===== config.mk =====
export PLATFORM = sky130hd
export DESIGN_NAME = ram_access_ctrl
export DESIGN_NICKNAME = d
export VERILOG_FILES = /design/src/rtl/ram_access_ctrl.sv
export SDC_FILE = /design/constraint.sdc
export NUM_CORES = 1
export LEC_CHECK = 0
export ABC_AREA = 1
export ABC_CLOCK_PERIOD_IN_PS = 2650
export BUFFER_PORTS_ARGS = -buffer_cell sky130_fd_sc_hd__clkbuf_2
export CAP_MARGIN = 25
export CORE_ASPECT_RATIO = 0.9
export CORE_MARGIN = 10
export CORE_UTILIZATION = 45
export DETAILED_ROUTE_END_ITERATION = 6
export PLACE_DENSITY = 0.82
export SLEW_MARGIN = 20
export SYNTH_ARGS = -nofsm -noshare
export SYNTH_HDL_FRONTEND = slang
export SYNTH_SLANG_ARGS = --single-unit

===== constraint.sdc =====
create_clock -name clock -period 2.65 [get_ports clock]
set_clock_uncertainty 0.2 [all_clocks]
set_input_delay 0.265 -clock clock [delete_from_list [all_inputs] [get_ports clock]]
set_output_delay 0.265 -clock clock [all_outputs]
set_load 0.02 [all_outputs]

===== src/rtl/ram_access_ctrl.sv =====
// Initiator for a single-port synchronous RAM: accepts one read/write request at a
// time over valid/ready, drives wren/address/data and returns a one-cycle response.
module ram_access_ctrl #(
  parameter int ADDR_W       = 8,
  parameter int DATA_W       = 32,
  parameter int READ_LATENCY = 1
) (
  input  logic              clock,
  input  logic              reset_n,
  input  logic              req_valid,
  output logic              req_ready,
  input  logic              req_we,
  input  logic [31:0]       req_addr,
  input  logic [DATA_W-1:0] req_wdata,
  output logic              resp_valid,
  output logic              resp_we,
  output logic              resp_err,
  output logic [DATA_W-1:0] resp_rdata,
  output logic [ADDR_W-1:0] ram_address,
  output logic [DATA_W-1:0] ram_data,
  output logic              ram_wren,
  input  logic [DATA_W-1:0] ram_q
);

  localparam logic [1:0] IDLE = 2'd0;
  localparam logic [1:0] WR   = 2'd1;
  localparam logic [1:0] RD   = 2'd2;
  localparam logic [1:0] RESP = 2'd3;

  localparam logic [1:0] LAT_INIT = 2'(READ_LATENCY);

  logic [1:0] state;
  logic [1:0] lat_cnt;
  logic       we_q;
  logic       addr_err;

  // Any address bit above the RAM depth makes the request an error.
  assign addr_err = |req_addr[31:ADDR_W];

  // NOTE: all state and outputs use non-blocking assignments so every register
  // samples the pre-edge value of every other register, independent of statement order.
  always_ff @(posedge clock) begin
    if (!reset_n) begin
      state       <= IDLE;
      lat_cnt     <= '0;
      we_q        <= 1'b0;
      req_ready   <= 1'b1;
      resp_valid  <= 1'b0;
      resp_we     <= 1'b0;
      resp_err    <= 1'b0;
      resp_rdata  <= '0;
      ram_address <= '0;
      ram_data    <= '0;
      ram_wren    <= 1'b0;
    end else begin
      // Pulse-type outputs default low; the state that wants them raises them.
      resp_valid <= 1'b0;
      resp_we    <= 1'b0;
      resp_err   <= 1'b0;
      ram_wren   <= 1'b0;
      case (state)
        IDLE: begin
          if (req_valid) begin
            ram_address <= req_addr[ADDR_W-1:0];
            ram_data    <= req_wdata;
            we_q        <= req_we;
            lat_cnt     <= LAT_INIT;
            resp_rdata  <= '0;
            req_ready   <= 1'b0;
            if (addr_err) begin
              state      <= RESP;
              resp_valid <= 1'b1;
              resp_we    <= req_we;
              resp_err   <= 1'b1;
            end else if (req_we) begin
              state    <= WR;
              ram_wren <= 1'b1;
            end else begin
              state <= RD;
            end
          end
        end
        WR: begin
          state      <= RESP;
          resp_valid <= 1'b1;
          resp_we    <= we_q;
        end
        RD: begin
          // Counter runs down the RAM read latency before q is sampled.
          if (lat_cnt != 2'd0) begin
            lat_cnt <= lat_cnt - 2'd1;
          end else begin
            resp_rdata <= ram_q;
            state      <= RESP;
            resp_valid <= 1'b1;
            resp_we    <= we_q;
          end
        end
        default: begin
          state     <= IDLE;
          req_ready <= 1'b1;
        end
      endcase
    end
  end

endmodule


==> results.sh <==
export IMPL_root_buffer="clkbuf_8"
export IMPL_cts_tree="done"
export IMPL_cts_setup_buffers=0
export IMPL_insertion_delay_ns=0.34
export IMPL_initial_core_util_pct=46.0
export IMPL_path_cells="dlygate4sd3_1, clkbuf_2, nor4_1, dlygate4sd3_1, nand4_1, dlygate4sd3_1, nor2_1"
export IMPL_finalSetupViolations=0
export IMPL_drt_pass1_iterations=4
export IMPL_synthDistinctLibCells=31
export IMPL_core_area_um2=7040
export IMPL_final_hold_violation_count=0
export IMPL_grt_setup_unrepaired="false"
export IMPL_cp_common_cell="dlygate4sd3_1"
export IMPL_synth_compound_area_share_pct=13.4
export IMPL_drive_gt1_share_pct=33.5
export IMPL_cp_arrival_ns=2.44
export IMPL_synthSimpleGateAreaFrac_pct=27.9
export IMPL_cts_clk_slew_worst_paths_ns=0.08
export IMPL_nNetsFinal=764
export IMPL_path_class="input pin to flop"
export IMPL_syn_num_nets=518
export IMPL_powerDensity_nw_per_um2=887
export IMPL_overflow=0
export IMPL_yosys_area_share_adder_pct=1.93
export IMPL_max_stage_delay_ns=0.59
export IMPL_cts_buffers=9
export IMPL_die_x_um=109
export IMPL_synth_top_family_by_area="simple AND/OR/NAND/NOR gates"
export IMPL_ys_seq_elements=82
export IMPL_status="completed"
export IMPL_crit_required_ns=2.72
export IMPL_utilization_pct=72.9
export IMPL_synth_area_mux_share_pct=0
export IMPL_hpwl_mm=7.63
export IMPL_drc=0
export IMPL_synthXorXnorAreaFrac_pct=0
export IMPL_p_leak_nw=2.39
export IMPL_port_buffers=176
export IMPL_maxSlewHeadroom_pct=58.6
export IMPL_placementRows=29
export IMPL_antenna_found_initial=0
export IMPL_timing_fmax_mhz=422
export IMPL_drv_slew=0
export IMPL_htree_levels=3
export IMPL_grt_first_pass_wirelength_mm=18.3
export IMPL_avgViaCountPerCell=4.84
export IMPL_syn_cell_area_um2=3240
export IMPL_drt_iter0_markers=114
export IMPL_cp_end_kind="flop"
export IMPL_cp_max_fo=2
export IMPL_cts_sinks=82
export IMPL_min_period_over_period_pct=89.5
export IMPL_grt_usage_pct=20.5
export IMPL_holdWs_ns=0.0190
export IMPL_clock_path_buffers=2
export IMPL_ir_drop_v=0.000539
export IMPL_seq_area_frac_synth_pct=50.7
export IMPL_critPathBufInv=4
export IMPL_antenna_cells=0
export IMPL_maxCapViolations=0
export IMPL_max_slew_worst_pin_slew_ns=0.620
export IMPL_post_drt_wl_per_cell_um=15.3
export IMPL_die_area_um2=11000
export IMPL_grt_max_degree=43
export IMPL_n_fill_cell=519
export IMPL_routed_wl_mm=11.6
export IMPL_hold_path_class="input pin to flop"
export IMPL_ys_warnings_count=0
export IMPL_drtAntennaViolNets=0
export IMPL_boundaryPins=177
export IMPL_slowest_stage="dlygate4sd3_1"
export IMPL_gp_congestion=0.795
export IMPL_syn_inst=413
export IMPL_vias=3658
export IMPL_grt_pass1_vias=3840
export IMPL_die_h_um=100
export IMPL_min_period_ns=2.37
export IMPL_start_kind="input pin"
export IMPL_synth_avg_cell_area_um2=7.84
export IMPL_area_delta_synth_final_pct=58.5
export IMPL_crit_family="buffers and inverters"
export IMPL_timing_setup_tns_ns=0
## through the flow
stage	cells	total power [mW]	instance area, µm²	worst slack (ns)
floorplan	413	2.93	3240	1.02
global placement	664	3.35	4130	0.811
detailed placement	664	3.40	4130	0.738
CTS	756	4.56	5130	0.368
global route	756	4.84	5130	0.178
finish	756	4.55	5130	0.278
## cell usage after synthesis, drive strengths merged
library cell / instances / share of area, %
a211oi: 1 / 0.23
a21oi: 39 / 6.7
buf: 12 / 3.0
clkbuf: 10 / 1.2
dfxtp: 82 / 51
ha: 5 / 1.9
inv: 14 / 1.9
nand2: 76 / 10
nand3: 10 / 1.5
nand3b: 1 / 0.23
nand4: 3 / 0.58
nor2: 108 / 13
nor3: 5 / 0.93
nor4: 3 / 0.58
o21ai: 42 / 6.5
or2: 2 / 0.46
## metal layers
metal / GRT usage (%) / share of wire (%) / vias to the layer above
met1: 21.0 / 36 / 1641
met3: 8.89 / 11 / 32
met5: 0 / 0 / -
met4: 8.60 / 2.8 / 0
li1: - / - / 1821
met2: 35.5 / 51 / 164
## layout make-up
| class | instances | area [µm²] | area share, % |
|---|---|---|---|
| multi-input combinational | 295 | 1400 | 27.3 |
| clock inverter | 5 | 104 | 2.02 |
| timing repair buffer | 257 | 1680 | 32.7 |
| tap | 93 | 116 | 2.27 |
| clock buffer | 10 | 128 | 2.49 |
| inverter | 14 | 62.6 | 1.22 |
| sequential | 82 | 1640 | 32.0 |
## sequential cells by signal, summed over array words and instances (netlist names)
signal,count
resp_err,1
ram_wren,1
resp_rdata,32
resp_we,1
req_ready,1
we_q,1
lat_cnt,2
state,2
resp_valid,1
ram_data,32
ram_address,8
## kinds of logic after synthesis
logic type | after synthesis
simple gates | 208
compound gates | 82
flops | 82
buf+inv | 36
fa+ha+maj | 5
## repair_timing
action                    CTS  global route
hold buffers               77             0
gates resized for setup     0             0
hold endpoints to repair   72             0
## where the power goes
group / total, mW / switching, mW / leakage [nW] / internal (mW)
registers: 1.69 / 0.162 / 0.672 / 1.53
logic: 1.81 / 1.19 / 1.60 / 0.618
clock network: 1.06 / 0.437 / 0.116 / 0.622
total: 4.55 / 1.79 / 2.39 / 2.77
## worst reg2reg max path, stage by stage, from the launching register on
cell	delay (ns)
dfxtp_1	0.34
inv_1	0.08
ha_1	0.26
nand2_4	0.08
inv_4	0.19
nand2_1	0.11
nor2_1	0.12
nand3_1	0.08
dlygate4sd3_1	0.58
nor2_1	0.11
## placed cells by master (no fill, tap or decap), drive strengths merged
| cell | Yosys | final |
|---|---|---|
| buf | 12 | 4 |
| nand4 | 3 | 3 |
| bufinv | 0 | 3 |
| dfxtp | 82 | 82 |
| nor4 | 3 | 3 |
| nand2 | 76 | 76 |
| o21ai | 42 | 42 |
| nor3 | 5 | 5 |
| nand3 | 10 | 10 |
| inv | 14 | 14 |
| a21oi | 39 | 39 |
| clkbuf | 10 | 186 |
| nor2 | 108 | 108 |
| a211oi | 1 | 1 |
| clkinv | 0 | 2 |
| or2 | 2 | 2 |
| dlygate4sd3 | 0 | 77 |
| nand3b | 1 | 1 |
| ha | 5 | 5 |
## worst paths after layout
path	slack, ns	from	cells after the start	end
setup / recovery	0.28	req_addr[14]	7	ram_wren$_SDFF_PP0_
hold reg to reg	0.26	resp_rdata[28]$_SDFFE_PN0P_	2	resp_rdata[28]$_SDFFE_PN0P_
setup reg to reg	0.44	state[0]$_SDFFE_PN0P_	9	ram_wren$_SDFF_PP0_
hold / removal	0.02	req_addr[2]	3	ram_address[2]$_SDFFE_PN0N_
(Power assumes the default switching activity.)
